<file path="src/rtl/tff_bank_sync_reset.sv">
// tff_bank_sync_reset
//   Bank of WIDTH toggle flip-flops sharing one synchronous active-low reset,
//   a global clock enable and a per-cycle mode: TOGGLE, LOAD, SET or CLEAR.
//   Each channel also emits a one-cycle pulse when it rises. A saturating
//   counter records how many enabled cycles changed q; several bits changing
//   in the same cycle add only one count.
//
//   Optional feature: define TFF_BANK_PARITY_EN to add a registered parity_o
//   output. It always equals ^q_o and is ^RESET_VAL while in reset.
//
// Ports
//   clk        rising-edge clock
//   reset      synchronous reset, active low. It has priority over every
//              other input.
//   en_i       global enable. When low, q and the counter hold and rise
//              clears.
//   mode_i     00 TOGGLE, 01 LOAD, 10 SET, 11 CLEAR
//   t_i        per-channel toggle/select mask
//   d_i        load data, used in LOAD mode only
//   cnt_clr_i  synchronous clear of the change counter. It beats increment.
//   q_o        flop outputs
//   rise_o     per-bit 0->1 pulse, aligned with the new q_o
//   chg_cnt_o  saturating count of cycles in which q changed
//   parity_o   ^q_o (present only with TFF_BANK_PARITY_EN)

// One channel of the bank. Besides its registered state, it exports its
// next-state value so the top level can detect a change in the same cycle.
module tff_bank_lane #(
  parameter logic RST_BIT = 1'b0
) (
  input  logic       clk,
  input  logic       reset,
  input  logic       en_i,
  input  logic [1:0] mode_i,
  input  logic       t_i,
  input  logic       d_i,
  output logic       q_o,
  output logic       q_nxt_o,
  output logic       rise_o
);
  typedef enum logic [1:0] {
    M_TOGGLE = 2'b00,
    M_LOAD   = 2'b01,
    M_SET    = 2'b10,
    M_CLEAR  = 2'b11
  } mode_e;

  logic q_q, q_d;
  logic rise_q, rise_d;

  always_comb begin
    q_d = q_q;
    if (en_i) begin
      unique case (mode_e'(mode_i))
        M_TOGGLE: q_d = q_q ^ t_i;
        M_LOAD:   q_d = d_i;
        M_SET:    q_d = q_q | t_i;
        M_CLEAR:  q_d = q_q & ~t_i;
        default:  q_d = q_q;
      endcase
    end
    // When en_i is low, q_d equals q_q, so this term is already zero.
    rise_d = q_d & ~q_q;
  end

  always_ff @(posedge clk) begin
    if (!reset) begin
      q_q    <= RST_BIT;
      rise_q <= 1'b0;
    end else begin
      q_q    <= q_d;
      rise_q <= rise_d;
    end
  end

  assign q_o     = q_q;
  assign q_nxt_o = q_d;
  assign rise_o  = rise_q;
endmodule

module tff_bank_sync_reset #(
  parameter int               WIDTH     = 8,
  parameter int               CNT_W     = 8,
  parameter logic [WIDTH-1:0] RESET_VAL = '0
) (
  input  logic             clk,
  input  logic             reset,
  input  logic             en_i,
  input  logic [1:0]       mode_i,
  input  logic [WIDTH-1:0] t_i,
  input  logic [WIDTH-1:0] d_i,
  input  logic             cnt_clr_i,
  output logic [WIDTH-1:0] q_o,
  output logic [WIDTH-1:0] rise_o,
`ifdef TFF_BANK_PARITY_EN
  output logic             parity_o,
`endif
  output logic [CNT_W-1:0] chg_cnt_o
);
  logic [WIDTH-1:0] q_nxt;
  logic [CNT_W-1:0] cnt_q, cnt_d;
  logic             chg;

  for (genvar i = 0; i < WIDTH; i++) begin : g_lane
    tff_bank_lane #(.RST_BIT(RESET_VAL[i])) u_lane (
      .clk     (clk),
      .reset   (reset),
      .en_i    (en_i),
      .mode_i  (mode_i),
      .t_i     (t_i[i]),
      .d_i     (d_i[i]),
      .q_o     (q_o[i]),
      .q_nxt_o (q_nxt[i]),
      .rise_o  (rise_o[i])
    );
  end

  // A change is counted once per cycle, however many bits move.
  assign chg = en_i && (q_nxt != q_o);

  always_comb begin
    cnt_d = cnt_q;
    if (cnt_clr_i)                cnt_d = '0;
    else if (chg && cnt_q != '1)  cnt_d = cnt_q + 1'b1;
  end

  always_ff @(posedge clk) begin
    if (!reset) cnt_q <= '0;
    else        cnt_q <= cnt_d;
  end

  assign chg_cnt_o = cnt_q;

`ifdef TFF_BANK_PARITY_EN
  // This register is loaded from the lanes' next state on the same edge
  // that updates q, so it tracks ^q with no lag.
  logic parity_q;
  always_ff @(posedge clk) begin
    if (!reset) parity_q <= ^RESET_VAL;
    else        parity_q <= ^q_nxt;
  end
  assign parity_o = parity_q;
`endif
endmodule

</file>
<file path="config.mk">
export PLATFORM = sky130hd
export DESIGN_NAME = tff_bank_sync_reset
export DESIGN_NICKNAME = d
export VERILOG_FILES = /design/src/rtl/tff_bank_sync_reset.sv
export SDC_FILE = /design/constraint.sdc
export NUM_CORES = 1
export LEC_CHECK = 0
export CAP_MARGIN = 5
export CORE_ASPECT_RATIO = 1.4
export CORE_MARGIN = 3
export CORE_UTILIZATION = 45
export CTS_CLUSTER_SIZE = 8
export DETAILED_ROUTE_END_ITERATION = 8
export PLACE_DENSITY = 0.73
export SLEW_MARGIN = 20
export SYNTH_ARGS = -nofsm -noshare
export SYNTH_HDL_FRONTEND = slang
export SYNTH_SLANG_ARGS = --single-unit
export TNS_END_PERCENT = 20
</file>
<file path="constraint.sdc">
create_clock -name clk -period 3.5 [get_ports clk]
set_input_delay 0.7 -clock clk [delete_from_list [all_inputs] [get_ports clk]]
set_output_delay 0.7 -clock clk [all_outputs]
set_load 0.02 [all_outputs]
</file>
# --- Word-level counts from Yosys, hierarchy flattened ---
# Cells that the tools add are included.
totals:
  register_bits: 24
  wordCells: 92
  out_inout_bits: 24
classes:
  eq_ne: 5
  n_mux: 16
  addsub: 1
  bitwise: 49
  n_reduce_logical: 4
op_table:
  columns: ["op", "count"]
  rows:
  - ["$pmux W1 S4", 8]
  - ["$not A1 Y1", 17]
  - ["$and A1 B1 Y1", 16]
  - ["$add A8 B1 Y8 const B", 1]
  - ["$mux W1", 8]
  - ["$ne A8 B8 Y1", 1]
  - ["$ne A8 B8 Y1 const B", 1]
  - ["$or A1 B1 Y1", 8]
  - ["$xor A1 B1 Y1", 8]
  - ["$eq A2 B2 Y1 const B", 2]
  - ["$eq A2 B1 Y1 const B", 1]
  - ["$logic_and A1 B1 Y1", 2]
  - ["$logic_not A2 Y1", 1]
  - ["$reduce_or A2 Y1", 1]

# --- Longest topological paths before layout ---
# Gate-level depths: netlist of the first run.
logic_depth:
  word_depth: 7
  mapped_depth: 11
  mapped_depth_nobuf: 10

# --- Cells and area by module ---
# From an unflattened synthesis of the first run, not the netlist that was laid out.
hier_totals:
  hier_cells: 197
  area_unflattened_um2: 1794.2
by_module_without_submodules:
  columns: ["mod", "area_each_um2", "seq_area_each_um2", "cells_each", "instances"]
  rows:
  - ["tff_bank_lane", 156.4, 40.0, 17, 8]
  - ["tff_bank_sync_reset", 543.0, 160.2, 61, 1]

# --- Worst setup path after synthesis of the first run ---
# OpenSTA, ideal clock, no wires.
synth_timing:
  path_kind: "input port to flip-flop"
  from: "input t_i[0]"
  to: "register cnt_q[2] (netlist: chg_cnt_o[2])"
  path_buffers: 1
  slack_ns: 0.578
  stages: 10
  arrival_ns: 2.787
  cell_sequence: "inv_1 ha_1 mux4_2 mux2_2 ha_1 nand4_1 o21ai_0 buf_4 o311ai_0 o41ai_1"
synth_via:
  elab_chain_len: 7
  elab_cells_between_ends: 9
synth_lines:
  columns: ["item", "line_no", "text"]
  rows:
  - ["start: declaration", "90", "input logic [WIDTH-1:0] t_i,"]
  - ["$not A1 Y1", "58", "M_CLEAR: q_d = q_q & ~t_i;"]
  - ["$and A1 B1 Y1", "58", null]
  - ["$pmux W1 S4 *", "54", "unique case (mode_e'(mode_i))"]
  - ["$mux W1 *", "53", "if (en_i) begin"]
  - ["via g_lane[0].u_lane.q_nxt_o", "38", "output logic q_nxt_o,"]
  - ["$ne A8 B8 Y1 *", "119", "assign chg = en_i && (q_nxt != q_o);"]
  - ["$logic_and A1 B1 Y1 *", "119", null]
  - ["$logic_and A1 B1 Y1 *", "124", "else if (chg && cnt_q != '1) cnt_d = cnt_q + 1'b1;"]
  - ["end signal: assignment", "129", "else cnt_q <= cnt_d;"]
  - ["end: declaration", "101", "logic [CNT_W-1:0] cnt_q, cnt_d;"]
# The timed path passes the listed nets; every way through them passes the cells marked *.
# A chain may end at the register's enable or synchronous reset.

# --- Worst setup path after layout of the first run ---
layout_timing:
  from: "input t_i[3]"
  to: "register cnt_q[7] (netlist: chg_cnt_o[7])"
layout_via:
  elab_chain_len: 7
  elab_cells_between_ends: 9
layout_lines:
  columns: ["item", "line_no"]
  rows:
  - ["$not A1 Y1", "58"]
  - ["$and A1 B1 Y1", "58"]
  - ["$pmux W1 S4 *", "54"]
  - ["$mux W1 *", "53"]
  - ["via g_lane[3].u_lane.q_nxt_o", "38"]
  - ["$ne A8 B8 Y1 *", "119"]
  - ["$logic_and A1 B1 Y1 *", "119"]
  - ["$logic_and A1 B1 Y1 *", "124"]
# Marked as above.

==> metrics.cfg, run 1 <==
[run_status]
run_status = completed

[placed_design]
post-place-ws_ns = -0.190
io_buffers = 45
dp_hpwl_um = 2820
place_congestion = 0.831

[floorplan]
die_x_um = 57.5
core_area_um2 = 3470
die-area_um2 = 4480
chipHeight_um = 78.0
start_util = 0.480
ios = 46
rows = 25

[synthesis]
netlist_instances = 167
async_reset_ff_frac = 0
synth_seq_area_share = 0.288
synth_warnings = 0
yosys-top-cells-count = 25 x ha_1, 25 x inv_1, 24 x dfxtp_1
synth-main-ff-cell = dfxtp_1
netlist.top_cell.by_area = dfxtp_1
synth_cell_types = 31
synth_area_um2 = 1670
synth_edf_count = 0
yosysTopAreaCellShare = 0.288
ys_top_cells_by_area = dfxtp_1 29%, ha_1 19%, mux4_2 11%
synth-seq-cells = 24
syn_avg_cell_area_um2 = 9.99
syn_nets = 214

[detailed_routing]
totalWireLength_um = 3520
vias_per_cell = 5.19
vias = 1257
postRouteAntennaNets = 0
wire_per_inst_um = 14.5
drt_iter0_markers = 41
drc = 0
drt_first_pass_iters = 4

[power_and_ir_drop]
sw_frac_of_total = 0.272
share_comb_of_total_power = 0.302
p_total_w = 0.000654
pwr-share-clk = 0.242
vdd_ir_drop_max_v = 0.000216
power_switching_w = 0.000178
p_seq_frac = 0.456
leakage_nw = 0.888
p_int_w = 0.000477
power_per_cell_area_nw_per_um2 = 310

[setup_path]
end_kind = flip-flop
r2r_end = chg_cnt_o[7]
crit_type = primary input to flip-flop
worstSetupEndpoint = chg_cnt_o[7]
rrSetupSlack_ns = 0.63
path_max_fanout = 10
crit_path_start_kind = primary input
cp.required_ns = 3.69
startpoint = t_i[3]
rr_worst_depth = 10
cp.arrival_ns = 3.56
timing.rr.start = g_lane[3].u_lane.q_o

[global_route]
grt_antenna_before_repair = 0
overflow = 0
grtUsageTotal = 0.172
grt_pass1_wl_um = 6230
grt_pass1_vias = 1353
grt_max_degree = 19

[clocking]
cts_resized = 0
clock_path_buffers = 2
cts_tree = done
root_buffer = clkbuf_8
postCtsHoldBufs = 0
h-tree-depth = 1
postCtsSetupBuffers = 0
clkLatencyLatePin_ns = 0.26
clock-sinks = 24
cts_buffers = 3
clkTransAtPathRegs_ns = 0.08

[sta]
layout_setup_ws_ns = 0.130
skew_ns = 0.00214
tightest_slew_ns = 0.503
grt_setup_unrepaired = false
maxSlewViolCount = 0
fmax_mhz = 297
min_period_ns = 3.37
timing.final.crit_share = 0.963
relSlewSlack = 0.664
setup-violations-final = 0
hold_viol = 0

[cells_and_area]
multiInputGateArea_um2 = 938
num_antenna_cells = 0
drive_gt1_frac = 0.149
regArea_um2 = 480
syn_to_final_growth_pct = 26.8
fin_nets = 251
fillCellCount = 300

[min_path]
hold_class = flip-flop to flip-flop

[flow_run]
maxCapViolCount = 0

[critical path, cell delays in order]
cell and delay (ns):
clkdlybuf4s50_1 0.45, inv_1 0.06, ha_1 0.28, mux4_2 0.46, mux2_2 0.29, ha_1 0.30, nand4_1 0.13, o21ai_1 0.08
buf_4 0.17, or4_1 0.49, a21oi_1 0.15
[through the flow]
stage	hold slack (ns)	setup TNS, ns	std cells	utilization	instance area [µm²]
after floorplan	0.560	0	167	-	1670
after global placement	0.493	-0.182	239	0.597	2070
after detailed placement	0.508	-0.428	239	0.597	2070
after CTS	0.524	0	242	0.609	2110
after global routing	0.573	0	242	0.609	2110
final	0.524	0	242	0.609	2110
[how the worst min path moves through the flow]
stage | end | slack, ns | start | depth (start not counted)
6_report | chg_cnt_o[5] | 0.52 | chg_cnt_o[5] | 2
5_1_grt | chg_cnt_o[7] | 0.57 | chg_cnt_o[7] | 2
4_1_cts | chg_cnt_o[7] | 0.52 | chg_cnt_o[7] | 2
3_5_place_dp | chg_cnt_o[7] | 0.51 | chg_cnt_o[7] | 2
3_3_place_gp | chg_cnt_o[7] | 0.49 | chg_cnt_o[7] | 2
2_1_floorplan | chg_cnt_o[5] | 0.56 | chg_cnt_o[5] | 2
[flip-flops by register name, indices dropped and copies added, names as in the netlist]
signal                count
chg_cnt_o                 8
g_lane.u_lane.rise_o      8
g_lane.u_lane.q_o         8
[cells in the final DEF (no fill, tap or decap)]
master and instances:
clkdlybuf4s50_1 45, inv_1 25, ha_1 25, dfxtp_1 24, and2_1 16, mux4_2 8
mux2_2 8, buf_4 8, a21oi_1 5, nand2_1 5, o31ai_1 4, nand4_1 3
or3_1 3, clkbuf_8 3, nand2b_1 2, o21ai_0 2, or4_1 2, nand3_2 1
o21ai_1 1, nand3_1 1, nor2_1 1, o21a_1 1, o21ba_2 1, nand3b_1 1
nor2b_1 1, o311ai_0 1, o41ai_1 1, o211ai_1 1, and3_2 1, and4_1 1
mux2i_1 1
[layer usage]
metal / track usage / wire (µm) / up-vias
met4: 0.0418 / 24 / 0
met2: 0.311 / 1930 / 27
met3: 0.0230 / 143 / 2
li1: - / - / 623
met5: 0 / 0 / -
met1: 0.210 / 1420 / 605
[cell families (layout without fill, tap and decap cells)]
| kind of cell | after synthesis | in the layout | synth area share |
|---|---|---|---|
| flops | 24 | 24 | 0.288 |
| mux | 17 | 17 | 0.168 |
| simple gates | 38 | 38 | 0.140 |
| compound gates | 17 | 17 | 0.0675 |
| fa+ha+maj | 25 | 25 | 0.188 |
| buf+inv | 46 | 81 | 0.149 |
[power groups by stage]
stage | Combinational (W) | Clock, W | Sequential, W
floorplan | 0.000130 | 0 | 0.000304
CTS | 0.000200 | 0.000164 | 0.000299
global route | 0.000218 | 0.000178 | 0.000301
finish | 0.000198 | 0.000158 | 0.000299
detailed placement | 0.000197 | 0 | 0.000305
global placement | 0.000190 | 0 | 0.000304
[area by class of cell]
type                       count  share of cell area
multi-input combinational     97               0.444
timing repair buffer          53               0.241
sequential                    24               0.227
inverter                      25              0.0444
tap                           40              0.0237
clock buffer                   3              0.0195
Note: power is estimated with default switching activity, not from simulation.
==> run 2: changes to the inputs <==
--- a/config.mk
+++ b/config.mk
@@ -16,4 +16,4 @@
 export SYNTH_ARGS = -nofsm -noshare
 export SYNTH_HDL_FRONTEND = slang
 export SYNTH_SLANG_ARGS = --single-unit
-export TNS_END_PERCENT = 20
+export TNS_END_PERCENT = 30
==> results of run 2 <==
The final DEF is identical to that of run 1; final timing and power are the same.
==> run 3: changes to the inputs <==
--- a/config.mk
+++ b/config.mk
@@ -8,10 +8,10 @@
 export CAP_MARGIN = 5
 export CORE_ASPECT_RATIO = 1.4
 export CORE_MARGIN = 3
-export CORE_UTILIZATION = 45
+export CORE_UTILIZATION = 48
 export CTS_CLUSTER_SIZE = 8
 export DETAILED_ROUTE_END_ITERATION = 8
-export PLACE_DENSITY = 0.73
+export PLACE_DENSITY = 0.77
 export SLEW_MARGIN = 20
 export SYNTH_ARGS = -nofsm -noshare
 export SYNTH_HDL_FRONTEND = slang
==> metrics.cfg, run 3 (synthesis gave the netlist of run 1 again) <==
[detailed_routing]
postRouteAntennaNets = 0
vias_per_cell = 5.41
drc = 0
drt_iter0_markers = 21
drt_first_pass_iters = 4
totalWireLength_um = 3850
vias = 1319
wire_per_inst_um = 15.8

[setup_path]
crit_type = primary input to flip-flop
timing.rr.start = g_lane[6].u_lane.q_o
path_max_fanout = 5
end_kind = flip-flop
r2r_end = chg_cnt_o[7]
startpoint = t_i[6]
cp.required_ns = 3.70
cp.arrival_ns = 3.57
rr_worst_depth = 10
rrSetupSlack_ns = 0.59
worstSetupEndpoint = chg_cnt_o[7]
crit_path_start_kind = primary input

[floorplan]
ios = 46
die_x_um = 55.8
start_util = 0.519
rows = 24
die-area_um2 = 4230
chipHeight_um = 75.7
core_area_um2 = 3210

[placed_design]
place_congestion = 0.787
io_buffers = 45
post-place-ws_ns = -0.196
post_dp_cell_area_um2 = 2090
dp_hpwl_um = 3040

[clocking]
postCtsSetupBuffers = 0
cts_tree = done
clock-sinks = 24
h-tree-depth = 1
root_buffer = clkbuf_8
cts_buffers = 3
clkTransAtPathRegs_ns = 0.08
clkLatencyLatePin_ns = 0.26
clock_path_buffers = 2

[sta]
layout_setup_ws_ns = 0.130
hold-worst-slack_ns = 0.539
grt_setup_unrepaired = false
maxSlewViolCount = 0
tightest_slew_ns = 0.554
timing.final.crit_share = 0.963
relSlewSlack = 0.629
fmax_mhz = 297
setup-violations-final = 0
skew_ns = 0.00372
min_period_ns = 3.37
hold_viol = 0

[cells_and_area]
drive_gt1_frac = 0.185
final_cell_mix = 45 x clkdlybuf4s50_1, 25 x inv_1, 24 x ha_1, 24 x dfxtp_1, 16 x and2_1
num_antenna_cells = 0
syn_to_final_growth_pct = 30.2
final_area_um2 = 2170
multiInputGateArea_um2 = 970
fin_nets = 254
layout_commonest_cell = clkdlybuf4s50_1
regArea_um2 = 480
fillCellCount = 265

[global_route]
grtUsageTotal = 0.180
grt_antenna_before_repair = 0
grt_max_degree = 19
grt_pass1_vias = 1358
grt_pass1_wl_um = 6000
overflow = 0

[power_and_ir_drop]
power_switching_w = 0.000189
power_per_cell_area_nw_per_um2 = 310
leakage_nw = 0.909
vdd_ir_drop_max_v = 0.000245
p_total_w = 0.000672
p_seq_frac = 0.445
share_comb_of_total_power = 0.312
p_int_w = 0.000483
pwr-share-clk = 0.242
sw_frac_of_total = 0.281

[flow_run]
maxCapViolCount = 0

[min_path]
hold_class = flip-flop to flip-flop

[run_status]
run_status = completed

## run 3: area by class of cell
| class | count | share of cell area |
|---|---|---|
| multi-input cells | 97 | 0.447 |
| repair buffers | 56 | 0.247 |
| flip-flops and latches | 24 | 0.221 |
| inverters | 25 | 0.0432 |
| well taps | 39 | 0.0225 |
| clock buffers | 3 | 0.0190 |
## run 3: power groups by stage
stage | sequential [W] | clock, W | combinational [W]
2_1_floorplan | 0.000304 | 0 | 0.000130
3_3_place_gp | 0.000304 | 0 | 0.000192
3_5_place_dp | 0.000306 | 0 | 0.000202
4_1_cts | 0.000299 | 0.000168 | 0.000203
5_1_grt | 0.000302 | 0.000178 | 0.000230
6_report | 0.000299 | 0.000163 | 0.000210
## run 3: critical path: stages
cell,delay [ns]
clkdlybuf4s50_1,0.45
inv_1,0.05
ha_1,0.29
mux4_2,0.47
mux2_4,0.29
ha_1,0.28
nand4_1,0.16
o21ai_2,0.08
buf_4,0.15
or4_1,0.52
a21oi_2,0.12
## run 3: how the worst min path moves through the flow
| stage | from | end | slack [ns] | cells after the start |
|---|---|---|---|---|
| 2_1_floorplan | chg_cnt_o[5] | chg_cnt_o[5] | 0.56 | 2 |
| 3_3_place_gp | chg_cnt_o[7] | chg_cnt_o[7] | 0.49 | 2 |
| 3_5_place_dp | chg_cnt_o[7] | chg_cnt_o[7] | 0.51 | 2 |
| 4_1_cts | chg_cnt_o[7] | chg_cnt_o[7] | 0.52 | 2 |
| 5_1_grt | chg_cnt_o[5] | chg_cnt_o[5] | 0.56 | 2 |
| 6_report | chg_cnt_o[7] | chg_cnt_o[7] | 0.54 | 2 |
## run 3: what timing repair did
item | 4_1_cts | 5_1_grt
setup endpoints to repair | 0 | 2
gates resized for setup | 0 | 7
hold buffers | 0 | 0
## run 3: routing by layer
layer | GRT usage | part of all wire
met5 | 0 | 0
met4 | 0.0580 | 0.011
met3 | 0.0305 | 0.041
met2 | 0.378 | 0.56
met1 | 0.180 | 0.38
## run 3: per-stage QoR
| step | setup TNS (ns) | utilization | cells |
|---|---|---|---|
| 6_report | 0 | 0.676 | 244 |
| 5_1_grt | 0 | 0.676 | 244 |
| 4_1_cts | 0 | 0.662 | 243 |
| 3_5_place_dp | -0.443 | 0.650 | 240 |
| 3_3_place_gp | -0.188 | 0.650 | 240 |
| 2_1_floorplan | 0 | - | 167 |
